<file path="src/rtl/if_id_skid_reg.sv">
`default_nettype none
// ============================================================================
//  Module   : if_id_skid_reg
//  Purpose  : IF/ID pipeline boundary with a 2-entry skid buffer. Captures
//             each fetched {pc, instr} beat and presents it to decode over a
//             valid/ready handshake. in_ready is registered so ID-side
//             back-pressure never forms a combinational path to fetch.
//             A synchronous flush drops all buffered (wrong-path) beats.
//  Revision : 1.0 - initial release
// ----------------------------------------------------------------------------
//  Parameters
//    XLEN       width of pc and instruction words
//    NOP_INSTR  instruction shown on out_instr while out_valid = 0
//  Ports
//    clk        clock, rising-edge active
//    rst_n      asynchronous active-low reset
//    in_valid   fetch beat valid          in_pc / in_instr  fetch payload
//    in_ready   buffer can accept (registered)
//    out_valid  decode beat valid         out_pc / out_instr decode payload
//    out_ready  decode consumes the beat
//    flush      discard all buffered beats (redirect / exception)
//  Optional feature (macro IF_ID_PERF_EN)
//    stall_cnt  cycles with in_valid & !in_ready & !flush (wraps at 2^32)
//    flush_cnt  cycles with flush asserted (wraps at 2^32)
// ============================================================================
module if_id_skid_reg #(
   parameter int               XLEN      = 32,
   parameter logic [XLEN-1:0]  NOP_INSTR = 32'h0000_0013
) (
   input  logic            clk,
   input  logic            rst_n,
   input  logic            in_valid,
   output logic            in_ready,
   input  logic [XLEN-1:0] in_pc,
   input  logic [XLEN-1:0] in_instr,
   output logic            out_valid,
   input  logic            out_ready,
   output logic [XLEN-1:0] out_pc,
   output logic [XLEN-1:0] out_instr,
   input  logic            flush
`ifdef IF_ID_PERF_EN
   ,
   output logic [31:0]     stall_cnt,
   output logic [31:0]     flush_cnt
`endif
);

   // Occupancy state: EMPTY = nothing held, HALF = main only,
   // FULL = main plus skid. main_valid/skid_valid are implied by it.
   typedef enum logic [1:0] {
      ST_EMPTY = 2'd0,
      ST_HALF  = 2'd1,
      ST_FULL  = 2'd2
   } state_t;

   state_t          r_state;
   state_t          w_state_nxt;
   logic            r_in_ready;

   logic [XLEN-1:0] r_main_pc;
   logic [XLEN-1:0] r_main_instr;
   logic [XLEN-1:0] r_skid_pc;
   logic [XLEN-1:0] r_skid_instr;

   logic            w_main_valid;
   logic            w_accept;
   logic            w_drain;
   logic            w_ld_main_in;
   logic            w_ld_main_skid;
   logic            w_ld_skid;

   assign w_main_valid = (r_state != ST_EMPTY);
   assign w_accept     = in_valid & r_in_ready;
   assign w_drain      = w_main_valid & out_ready;

   // ------------------------------------------------------------------
   // Next-state and payload-load decode
   // ------------------------------------------------------------------
   always_comb begin
      w_state_nxt    = r_state;
      w_ld_main_in   = 1'b0;
      w_ld_main_skid = 1'b0;
      w_ld_skid      = 1'b0;

      if (flush) begin
         // A beat accepted this cycle is dropped; upstream still sees its
         // handshake complete. A same-cycle drain was already taken by ID.
         w_state_nxt = ST_EMPTY;
      end else begin
         case (r_state)
            ST_EMPTY: begin
               if (w_accept) begin
                  w_state_nxt  = ST_HALF;
                  w_ld_main_in = 1'b1;
               end
            end
            ST_HALF: begin
               if (w_accept && w_drain) begin
                  w_ld_main_in = 1'b1;
               end else if (w_accept) begin
                  w_state_nxt = ST_FULL;
                  w_ld_skid   = 1'b1;
               end else if (w_drain) begin
                  w_state_nxt = ST_EMPTY;
               end
            end
            ST_FULL: begin
               // in_ready is low here, so only a drain can move us.
               if (w_drain) begin
                  w_state_nxt    = ST_HALF;
                  w_ld_main_skid = 1'b1;
               end
            end
            default: begin
               w_state_nxt = ST_EMPTY;
            end
         endcase
      end
   end

   // ------------------------------------------------------------------
   // State and registered ready
   // ------------------------------------------------------------------
   always_ff @(posedge clk or negedge rst_n) begin
      if (!rst_n) begin
         r_state    <= ST_EMPTY;
         r_in_ready <= 1'b1;
      end else begin
         r_state    <= w_state_nxt;
         // Ready looks only at where we are going, never at out_ready
         // directly, so the fetch side sees a flop output.
         r_in_ready <= (w_state_nxt != ST_FULL);
      end
   end

   // ------------------------------------------------------------------
   // Payload registers: load only on their own load strobe
   // ------------------------------------------------------------------
   always_ff @(posedge clk or negedge rst_n) begin
      if (!rst_n) begin
         r_main_pc    <= '0;
         r_main_instr <= '0;
         r_skid_pc    <= '0;
         r_skid_instr <= '0;
      end else begin
         if (w_ld_main_in) begin
            r_main_pc    <= in_pc;
            r_main_instr <= in_instr;
         end else if (w_ld_main_skid) begin
            r_main_pc    <= r_skid_pc;
            r_main_instr <= r_skid_instr;
         end
         if (w_ld_skid) begin
            r_skid_pc    <= in_pc;
            r_skid_instr <= in_instr;
         end
      end
   end

   assign in_ready  = r_in_ready;
   assign out_valid = w_main_valid;
   assign out_pc    = r_main_pc;
   assign out_instr = w_main_valid ? r_main_instr : NOP_INSTR;

   // ------------------------------------------------------------------
   // Optional performance counters
   // ------------------------------------------------------------------
`ifdef IF_ID_PERF_EN
   always_ff @(posedge clk or negedge rst_n) begin
      if (!rst_n) begin
         stall_cnt <= '0;
         flush_cnt <= '0;
      end else begin
         if (in_valid && !r_in_ready && !flush) begin
            stall_cnt <= stall_cnt + 32'd1;
         end
         if (flush) begin
            flush_cnt <= flush_cnt + 32'd1;
         end
      end
   end
`else
   // Performance counters not built; datapath is unchanged.
`endif

endmodule
`default_nettype wire

</file>
<file path="config.mk">
export PLATFORM = sky130hd
export DESIGN_NAME = if_id_skid_reg
export DESIGN_NICKNAME = d
export VERILOG_FILES = /design/src/rtl/if_id_skid_reg.sv
export SDC_FILE = /design/constraint.sdc
export NUM_CORES = 1
export LEC_CHECK = 0
export ABC_CLOCK_PERIOD_IN_PS = 2200
export BUFFER_PORTS_ARGS = -buffer_cell sky130_fd_sc_hd__buf_2
export CORE_MARGIN = 1.5
export CORE_UTILIZATION = 45
export CTS_BUF_LIST = sky130_fd_sc_hd__clkbuf_4
export CTS_CLUSTER_DIAMETER = 100
export DETAILED_ROUTE_END_ITERATION = 12
export PLACE_DENSITY_LB_ADDON = 0.3
export SYNTH_ARGS = -nofsm -noshare
export SYNTH_HDL_FRONTEND = slang
export SYNTH_SLANG_ARGS = --single-unit
</file>
<file path="constraint.sdc">
create_clock -name clk -period 2.2 [get_ports clk]
set_clock_uncertainty 0.2 [all_clocks]
set_input_delay 0.11 -clock clk [delete_from_list [all_inputs] [get_ports clk]]
set_output_delay 0.11 -clock clk [all_outputs]
set_load 0.05 [all_outputs]
</file>
==> results of run 1 <==
==> final cells by class <==
cell class / count / area share
Inverter: 2 / 0.000937
Clock inverter: 13 / 0.0147
Sequential cell: 131 / 0.409
Tap cell: 176 / 0.0275
Clock buffer: 19 / 0.0178
Timing Repair Buffer: 220 / 0.202
Multi-Input combinational cell: 244 / 0.328
==> through the flow <==
stage	power (W)	TNS (ns)	cell area, µm²
floorplan	0.00623	-12.76	6030
global placement	0.00689	-0.0293	6990
detailed placement	0.00704	-0.255	6990
CTS	0.00868	-1.31	7960
global route	0.00913	-3.02	8010
finish	0.00866	-1.10	8010
==> worst max-delay path, cell delays in order (launching register included) <==
cell	delay [ns]
sky130_fd_sc_hd__dfstp_2	0.55
sky130_fd_sc_hd__nand2_2	0.06
sky130_fd_sc_hd__or4_4	0.53
sky130_fd_sc_hd__buf_12	0.21
sky130_fd_sc_hd__mux2_4	0.32
sky130_fd_sc_hd__mux2_2	0.26
==> routing by layer <==
metal,up-vias,track usage,part of all wire
li1,1845,-,-
met1,2031,0.220,0.43
met2,113,0.327,0.50
met3,14,0.0661,0.054
met4,0,0.0625,0.011
met5,-,0,0
==> power by group through the flow <==
stage / Combinational (W) / Sequential [W] / Clock, W
finish: 0.00346 / 0.00368 / 0.00153
global route: 0.00365 / 0.00378 / 0.00170
CTS: 0.00343 / 0.00366 / 0.00159
detailed placement: 0.00333 / 0.00371 / 0
global placement: 0.00324 / 0.00365 / 0
floorplan: 0.00177 / 0.00446 / 0
==> what timing repair did <==
item,CTS,global route
gates cloned,0,1
resized for setup,3,8
hold buffers,70,0
pin swaps,0,1
setup endpoints to repair,62,79
hold endpoints to repair,262,0
==> synthesized netlist by cell type (all sizes together) <==
cell type  count  area (µm²)
a21oi          2        10.0
and3           1        6.26
and3b          1        8.76
buf           14         108
clkbuf        11        41.3
dfrtp        130        3250
dfstp          1        26.3
inv            2        7.51
mux2         188        2230
mux2i          3        30.0
nand2          3        11.3
nand4          1        6.26
nor2           6        22.5
nor2b         30         188
nor3           1        5.00
o21a           2        15.0
o21bai         1        7.51
o22a           1        8.76
or2            3        18.8
or4            1        11.3
==> path summary, 6_finish.rpt <==
path,start,cells after the start,slack (ns),end
min in group asynchronous,rst_n,4,0.52,r_skid_instr[14]
hold / removal,in_valid,5,0.06,out_pc[4]
setup reg to reg,in_ready,5,-0.05,r_main_instr[1]
max in group asynchronous,rst_n,4,0.21,r_skid_instr[17]
hold reg to reg,r_main_instr[6],1,0.30,r_main_instr[6]
setup / recovery,in_ready,5,-0.05,r_main_instr[1]
==> flip-flops by register name, indices dropped and copies added, names as in the netlist <==
name	flops
out_pc	32
in_ready	1
r_state	2
r_skid_instr	32
r_main_instr	32
r_skid_pc	32
==> cells by family (layout without fill, tap and decap cells) <==
family | after synthesis | after routing | synth area share
multiplexers | 191 | 191 | 0.376
buffers and inverters | 27 | 254 | 0.0260
flip-flops | 131 | 131 | 0.545
AND/OR/NAND/NOR | 47 | 47 | 0.0462
AO/OA/AOI/OAI | 6 | 6 | 0.00687
==> impl_results.md, run 1 <==
* Routed Antenna Nets at 0
* Grt total ovfl at 0
* Layout cells sized above 1 at 0.591
* Final-report setup violation count at 43
* Switching power summed over all nets at ~0.0032 W
* Max Transition Viols Final at 0
* GR Util All Layers at 0.189
* Number of instances in the synthesized netlist at about 400
* Run status: finished, violations left
* Final RePlAce weighted congestion at 0.722
* Final WL at 12800 µm
* Internal at 0.00545 W
* Placement-stage worst setup slack at -0.0233 ns
* CP Data Arrival Time at 2.48 ns
* Sequential fraction of design power at 0.424
* Leading cell type in the layout, fill and taps excluded: sky130_fd_sc_hd__mux2_2
* Flip-flop and latch area at 3280 µm²
* Pin slew with the least headroom to its limit at around 0.74 ns
* Core area at 13100 µm²
* Worst hold-check slack at 0.0603 ns
* Maximum clock rate at 0.444 GHz
* Initial DRT Pass Iterations at 4
* DP Wirelength at about 7800 µm
* Die footprint at about 14000 µm²
* Commonest non-fill, non-tap cells in the layout: 148 x sky130_fd_sc_hd__mux2_2, 130 x sky130_fd_sc_hd__dfrtp_1, 128 x sky130_fd_sc_hd__buf_2, 70 x sky130_fd_sc_hd__dlygate4sd3_1, 38 x sky130_fd_sc_hd__mux2_4
* Avg Cell Area, Syn at 15.0 µm²
* Setup crit end kind: register
* WL per Instance at 16.0 µm
* Number of buffers created by CTS at 17
* Antenna violations before repair at 0
* Areal power density over the cells at 1080 nW/µm²
* Vias per cell at 4.97
* Switching share of total power at 0.371
* TritonCTS clock tree: built
* Peak ir drop on the vdd network at 0.946 mV
* Root buffer cell: sky130_fd_sc_hd__clkbuf_4
* Largest net degree at the start of global routing at 79
* Number of endpoints with negative hold slack in the final report at 0
* Fraction of the cycle the final worst path needs at 1.02
* Number of instances in the placed design at 702
* Type of origin of the critical path: register
* Leak pwr at 3.92 nW
* Critical path start-end classification: reg -> reg
* Clock latency at the later pin of the worst-skew pair at 0.53 ns
* RSZ-0062 raised after global routing: yes
* Number of sinks on the clock net at roughly 130
* Proportion of power drawn by combinational gates at 0.399
* Die height at 119 µm
* Number of placement rows at 42
* Min-delay worst type: in -> reg
* PortBufs at 134
* CP required at 2.43 ns
* Violated checks: negative setup slack
* 1st-iter DRT viols at 126
* Final Instance Count excl. Fillers at ~810
* Num ports at 135
* Worst slew slack as a fraction of its limit at 0.503
* Total setup buffers inserted after CTS at 0
* Count of fill cells added during filler insertion at 1018
* Yosys reg bits at about 130
* Number of levels in the clock H-tree at 4
* Final core occ at 0.610
* Wire length of the first global-routing pass at 20800 µm
* Routed vias at 4003
* Least setup slack across all paths after layout at -0.0519 ns
* Number of nets in the synthesized netlist at 471
* Number of nets in the layout at 685
* Antenna fix cells at 0
* CTS clock-pin slew for the worst setup and hold paths at 0.11 ns
* Number of distinct library cells after synthesis at 23
* Yosys warning total at 0
* Layout overhead on the synthesized area at 33.2%
* X dimension of the die at 119 µm
* Number of global-route vias before repair at 4354
* Starting utilization of the core area at 0.458
* Proportion of synthesized chip area in sequential cells at 0.545
* Synthesized area at 6010 µm²
* DRC violation count after routing at 0
* Max-Cap Viols at 0
* Crit-path max FO at 26
* Clk pwr share at 0.177
* Min cycle time layout at 2.25 ns
* CTS Buffer Depth at 2
* Area of the multi-input gates at 2630 µm²
(Power assumes the default switching activity.)
==> inputs of run 2 (changes only) <==
--- a/config.mk
+++ b/config.mk
@@ -12,6 +12,7 @@
 export CTS_BUF_LIST = sky130_fd_sc_hd__clkbuf_4
 export CTS_CLUSTER_DIAMETER = 100
 export DETAILED_ROUTE_END_ITERATION = 12
+export MAX_ROUTING_LAYER = met4
 export PLACE_DENSITY_LB_ADDON = 0.3
 export SYNTH_ARGS = -nofsm -noshare
 export SYNTH_HDL_FRONTEND = slang
==> impl_results.md, run 2 (synthesis gave the netlist of run 1 again) <==
* Routed vias at 4025 (+0.55%)
* Critical path, cell by cell: nand2_2 > or4_4 > buf_12 > mux2_4 > mux2_4
* Worst slew slack as a fraction of its limit at 0.503 (about the same)
* Number of levels in the clock H-tree at 4 (unchanged)
* Number of sinks on the clock net at 131 (unchanged)
* Met1 Resource Use GR at 0.221 (+0.00190)
* Max-Cap Viols at 0 (unchanged)
* Leak pwr at 3.95 nW (+1.0%)
* Layout overhead on the synthesized area at 35.6%
* Pin slew with the least headroom to its limit at 0.743 ns (+0.000115 ns)
* Dominant cell type by count on the critical path: sky130_fd_sc_hd__mux2_4
* Worst hold-check slack at 0.0617 ns (+0.00142 ns)
* Final-report setup violation count at 43 (unchanged)
* Largest net degree at the start of global routing at 79 (unchanged)
* Total Power Consumption at 0.00878 W (+1.3%)
* Final core occ at 0.621 (+0.0109)
* Final WL at 13300 µm (+3.2%)
* Initial DRT Pass Iterations at 4 (unchanged)
* Peak ir drop on the vdd network at 0.946 mV (about the same)
* Routed Antenna Nets at 0 (unchanged)
* Fraction of the cycle the final worst path needs at 1.03 (+0.00147)
* Min cycle time layout at 2.26 ns (+0.00323 ns)
* Number of global-route vias before repair at 4341 (-0.30%)
* Root buffer cell: sky130_fd_sc_hd__clkbuf_4
* Min-delay worst type: in -> reg
* Die height at 119 µm (unchanged)
* Setup crit end kind: register
* Final RePlAce weighted congestion at 0.730 (+1.2%)
* Antenna violations before repair at 0 (unchanged)
* Crit-path max FO at 26 (unchanged)
* Antenna fix cells at 0 (unchanged)
* Run status: finished, violations left
* Starting utilization of the core area at 0.458 (unchanged)
* Grt total ovfl at 0 (unchanged)
* Vias per cell at 4.99 (+0.30%)
* Number of placement rows at 42 (unchanged)
* TritonCTS clock tree: built
* Stage delay of the slowest cell on the critical path at 0.55 ns (about the same)
* Maximum clock rate at 0.443 GHz (-0.14%)
* Areal power density over the cells at 1080 nW/µm² (-0.46%)
* Core area at 13100 µm² (unchanged)
* GR Layer Usage met3 at 0.0661 (unchanged)
* Max Transition Viols Final at 0 (unchanged)
* Number of endpoints with negative hold slack in the final report at 0 (unchanged)
* Number of nets in the layout at 687 (+0.29%)
* 1st-iter DRT viols at 106 (-16%)
* CTS clock-pin slew for the worst setup and hold paths at 0.11 ns (about the same)
* Type of origin of the critical path: register
* WL per Instance at 16.4 µm (+2.9%)
* Clock latency at the later pin of the worst-skew pair at 0.53 ns (about the same)
* Placement-stage worst setup slack at -0.0233 ns (unchanged)
* Critical path start-end classification: reg -> reg
* Layout cells sized above 1 at 0.593 (+0.00130)
* Total Neg Setup Slack at -1.03 ns (+0.0689 ns)
* Buf+Inv Stages, Crit Path at 1 (unchanged)
* Leading cell type in the layout, fill and taps excluded: sky130_fd_sc_hd__mux2_2
* Num ports at 135 (unchanged)
* Wire length of the first global-routing pass at 20800 µm (+0.10%)
* Number of buffers created by CTS at 17 (unchanged)
* PortBufs at 134 (unchanged)
* CTS Buffer Depth at 2 (unchanged)
* Die footprint at 14100 µm² (unchanged)
* Master of the slowest instance on the critical path: sky130_fd_sc_hd__dfstp_2
* Commonest non-fill, non-tap cells in the layout: 148 x sky130_fd_sc_hd__mux2_2, 130 x sky130_fd_sc_hd__dfrtp_1, 114 x sky130_fd_sc_hd__buf_2, 70 x sky130_fd_sc_hd__dlygate4sd3_1, 38 x sky130_fd_sc_hd__mux2_4
* CP top delay family: simple AND/OR/NAND/NOR gates
* Least setup slack across all paths after layout at -0.0551 ns (-0.00323 ns)
* GR Util All Layers at 0.195 (+0.00596)
* DP Wirelength at 7800 µm (unchanged)
* DRC violation count after routing at 0 (unchanged)
* Violated checks: negative setup slack
* Met2 track utilization from global routing at 0.328 (+0.000363)
* X dimension of the die at 119 µm (unchanged)
* CP required at 2.42 ns (about the same)
* CP Data Arrival Time at 2.48 ns (about the same)
* GRT Max-Usage Layer: met2
* Total setup buffers inserted after CTS at 0 (unchanged)
* RSZ-0062 raised after global routing: yes
==> run 2: cell count changes in the layout (fill, tap and decap cells not counted), sizes merged <==
cell,previous run,this run
clkbuf,22,21
buf,147,150
==> run 2: worst min-delay path: stages <==
cell                      delay (ns)
sky130_fd_sc_hd__buf_2          0.12
sky130_fd_sc_hd__nand2_2        0.06
sky130_fd_sc_hd__or4_4          0.16
sky130_fd_sc_hd__buf_12         0.21
sky130_fd_sc_hd__a21oi_1        0.09
==> run 2: final timing paths <==
check	startpoint	to	slack, ns	cells past startpoint
min reg2reg	r_main_instr[6]	r_main_instr[6]	0.31	1
min	in_valid	out_pc[4]	0.06	5
max in group asynchronous	rst_n	r_skid_instr[17]	0.20	4
max	in_ready	r_main_instr[0]	-0.06	5
min in group asynchronous	rst_n	r_skid_instr[14]	0.52	4
max reg2reg	in_ready	r_main_instr[0]	-0.06	5
==> run 2: what timing repair did <==
item,4_1_cts,5_1_grt
resized for setup,3,57
setup endpoints to repair,62,87
hold buffers,70,0
pin swaps,0,1
cloned,0,3
endpoints found under the hold margin,262,0
==> run 2: cell type report <==
type / count / area (µm²)
fill: 984 / 4980
sequential: 131 / 3280
multi-input combinational: 244 / 2630
timing repair buffer: 222 / 1760
tap: 176 / 220
clock buffer: 19 / 143
clock inverter: 13 / 118
inverter: 2 / 7.51
==> run 2: stage by stage <==
| step | cells | area [µm²] |
|---|---|---|
| after floorplan | 402 | 6030 |
| after global placement | 702 | 6990 |
| after detailed placement | 702 | 6990 |
| after CTS | 804 | 7960 |
| after global routing | 807 | 8160 |
| final | 807 | 8160 |
==> run 2: power breakdown <==
group | switching (W) | total [W] | internal (W) | leakage, nW
logic | 0.00196 | 0.00356 | 0.00159 | 2.21
clock network | 0.000859 | 0.00153 | 0.000674 | 0.138
registers | 0.000431 | 0.00369 | 0.00326 | 1.60
total | 0.00325 | 0.00878 | 0.00552 | 3.95
==> run 2: metal layers <==
layer | part of all wire | vias up
met3 | 0.048 | 13
li1 | - | 1849
met1 | 0.43 | 2047
met4 | 0.011 | 0
met2 | 0.51 | 116
met5 | 0 | -
==> inputs of run 3 (changes only) <==
--- a/config.mk
+++ b/config.mk
@@ -7,6 +7,8 @@
 export LEC_CHECK = 0
 export ABC_CLOCK_PERIOD_IN_PS = 2200
 export BUFFER_PORTS_ARGS = -buffer_cell sky130_fd_sc_hd__buf_2
+export CAP_MARGIN = 10
+export CORE_ASPECT_RATIO = 0.6
 export CORE_MARGIN = 1.5
 export CORE_UTILIZATION = 45
 export CTS_BUF_LIST = sky130_fd_sc_hd__clkbuf_4
==> impl_results.md, run 3 (synthesis gave the netlist of run 1 again) <==
* Clock latency at the later pin of the worst-skew pair at 0.52 ns (about the same)
* DRC violation count after routing at 0 (unchanged)
* Areal power density over the cells at 1070 nW/µm² (-0.22%)
* CP Data Arrival Time at 2.50 ns (+0.02 ns)
* GR Layer Usage met3 at 0.0547 (-0.0114)
* Setup crit end kind: register
* Placement-stage worst setup slack at -0.0631 ns (-0.0399 ns)
* Root buffer cell: sky130_fd_sc_hd__clkbuf_4
* Number of endpoints with negative hold slack in the final report at 0 (unchanged)
* Layout cells sized above 1 at 0.602 (+0.00889)
* Worst hold-check slack at 0.00299 ns (-0.0587 ns)
* Peak ir drop on the vdd network at 0.583 mV (-38%)
* Fraction of the cycle the final worst path needs at 1.04 (+0.0107)
* Met1 Resource Use GR at 0.245 (+0.0237)
* CTS Buffer Depth at 2 (unchanged)
* Number of levels in the clock H-tree at 4 (unchanged)
* Worst slew slack as a fraction of its limit at 0.508 (+0.00447)
* Least setup slack across all paths after layout at -0.0787 ns (-0.0236 ns)
* Total Power Consumption at 0.00851 W (-3.1%)
* GR Util All Layers at 0.197 (+0.00204)
* CP required at 2.42 ns (about the same)
* Die footprint at 14100 µm² (+0.16%)
* Type of origin of the critical path: register
* Violated checks: negative setup slack
* Critical path start-end classification: reg -> reg
* Routed vias at 3852 (-4.3%)
* Num ports at 135 (unchanged)
* 1st-iter DRT viols at 139 (+31%)
* Number of instances in the placed design at 694 (-1.1%)
* Number of placement rows at 32 (-24%)
* Pin slew with the least headroom to its limit at 0.739 ns (-0.00426 ns)
* Core area at 12900 µm² (-1.6%)
* X dimension of the die at 152 µm (+28%)
* R2r setup slk at -0.08 ns (-0.02 ns)
* GRT Max-Usage Layer: met2
* Worst setup path endpoint: r_main_instr[5]
* Number of sinks on the clock net at 131 (unchanged)
* Die height at 92.6 µm (-22%)
* Number of global-route vias before repair at 4222 (-2.7%)
* Final-report setup violation count at 53 (+23%)
* Crit Reg-Reg Startpoint: in_ready
* Met2 track utilization from global routing at 0.325 (-0.00310)
* Vias per cell at 4.85 (-2.9%)
* RSZ-0062 raised after global routing: yes
* Critical path launch point: in_ready
* Min-delay worst type: in -> async
* TritonCTS clock tree: built
* Routed Antenna Nets at 0 (unchanged)
* Area after DPL at 6960 µm² (-0.50%)
* Min cycle time layout at 2.28 ns (+0.0236 ns)
* Number of nets in the layout at 681 (-0.87%)
* Layout overhead on the synthesized area at 31.7%
* Initial DRT Pass Iterations at 6 (+2)
* Antenna violations before repair at 0 (unchanged)
* Final Instance Count excl. Fillers at 795 (-1.5%)
* Max-Cap Viols at 0 (unchanged)
* Worst flop-to-flop path endpoint: r_main_instr[5]
* Leak pwr at 3.87 nW (-2.2%)
* PortBufs at 134 (unchanged)
* Maximum clock rate at 0.439 GHz (-1.0%)
* DP Wirelength at 7930 µm (+1.7%)
* Wire length of the first global-routing pass at 21000 µm (+0.87%)
* Antenna fix cells at 0 (unchanged)
* Final WL at 13000 µm (-1.9%)
* Final RePlAce weighted congestion at 0.742 (+1.6%)
* Cell area after layout at 7920 µm² (-2.9%)
* Leading cell type in the layout, fill and taps excluded: sky130_fd_sc_hd__mux2_2
* Number of buffers created by CTS at 17 (unchanged)
* Crit-path max FO at 25 (-3.8%)
* Commonest non-fill, non-tap cells in the layout: 152 x sky130_fd_sc_hd__mux2_2, 130 x sky130_fd_sc_hd__buf_2, 130 x sky130_fd_sc_hd__dfrtp_1, 68 x sky130_fd_sc_hd__dlygate4sd3_1, 36 x sky130_fd_sc_hd__mux2_4
* Number of cells on the worst reg-to-reg path at 5 (unchanged)
* Run status: finished, violations left
* CTS clock-pin slew for the worst setup and hold paths at 0.12 ns (about the same)
* Largest net degree at the start of global routing at 132 (+67%)
* Starting utilization of the core area at 0.465 (+0.00726)
* Max Transition Viols Final at 0 (unchanged)
* Grt total ovfl at 0 (unchanged)
* WL per Instance at 16.4 µm (-0.39%)
==> run 3: cell types whose count changed in the layout (fill, tap and decap cells not counted), moves of 3 or more <==
cell                       change
sky130_fd_sc_hd__mux2_2        +4
sky130_fd_sc_hd__clkinv_1      -4
sky130_fd_sc_hd__buf_6        -20
sky130_fd_sc_hd__inv_6         +3
sky130_fd_sc_hd__clkinv_4      +3
sky130_fd_sc_hd__buf_2        +16
==> run 3: per-stage QoR <==
stage / setup TNS (ns) / utilization
2_1_floorplan: -12.76 / -
3_3_place_gp: -0.297 / 0.538
3_5_place_dp: -1.47 / 0.538
4_1_cts: -1.60 / 0.610
5_1_grt: -3.18 / 0.613
6_report: -1.68 / 0.613
==> run 3: worst min path at each step <==
stage	start	end	slack (ns)	cells past startpoint
3_3_place_gp	rst_n	r_skid_pc[16]	0.07	2
3_5_place_dp	rst_n	r_skid_pc[15]	0.09	2
5_1_grt	rst_n	r_skid_pc[15]	0.03	3
4_1_cts	rst_n	r_skid_pc[15]	0.02	3
6_report	rst_n	r_skid_pc[15]	0.003	3
2_1_floorplan	rst_n	out_pc[0]	-0.39	0
==> run 3: area by class of cell <==
| cell class | count | area (µm²) |
|---|---|---|
| clock inverters | 15 | 110 |
| multi-input cells | 244 | 2620 |
| repair buffers | 216 | 1560 |
| well taps | 170 | 213 |
| inverters | 2 | 7.51 |
| flip-flops and latches | 131 | 3280 |
| clock buffers | 17 | 128 |
| fillers | 1025 | 5010 |
==> run 3: where the power goes <==
| group | leakage, nW | internal [W] | switching (W) | total, W |
|---|---|---|---|---|
| combinational | 2.14 | 0.00150 | 0.00194 | 0.00344 |
| sequential | 1.60 | 0.00325 | 0.000420 | 0.00367 |
| clock | 0.121 | 0.000450 | 0.000945 | 0.00139 |
| total | 3.87 | 0.00521 | 0.00330 | 0.00851 |
==> run 3: what timing repair did <==
item / 4_1_cts / 5_1_grt
gates resized for setup: 4 / 3
cloned: 0 / 1
hold buffers: 68 / 0
setup buffers: 0 / 0
setup endpoints to repair: 63 / 65
hold endpoints to repair: 262 / 0
==> run 3: per-layer routing <==
| metal | share of wire | wire length [µm] |
|---|---|---|
| met4 | 0.0055 | 72 |
| met2 | 0.49 | 6330 |
| met3 | 0.038 | 494 |
| met1 | 0.47 | 6110 |
| met5 | 0 | 0 |
==> run 3: worst max-delay path: stages (launching register included) <==
cell and delay (ns):
sky130_fd_sc_hd__dfstp_2 0.57, sky130_fd_sc_hd__nand2_2 0.06, sky130_fd_sc_hd__or4_4 0.53, sky130_fd_sc_hd__buf_12 0.21, sky130_fd_sc_hd__mux2_4 0.32, sky130_fd_sc_hd__mux2_2 0.27
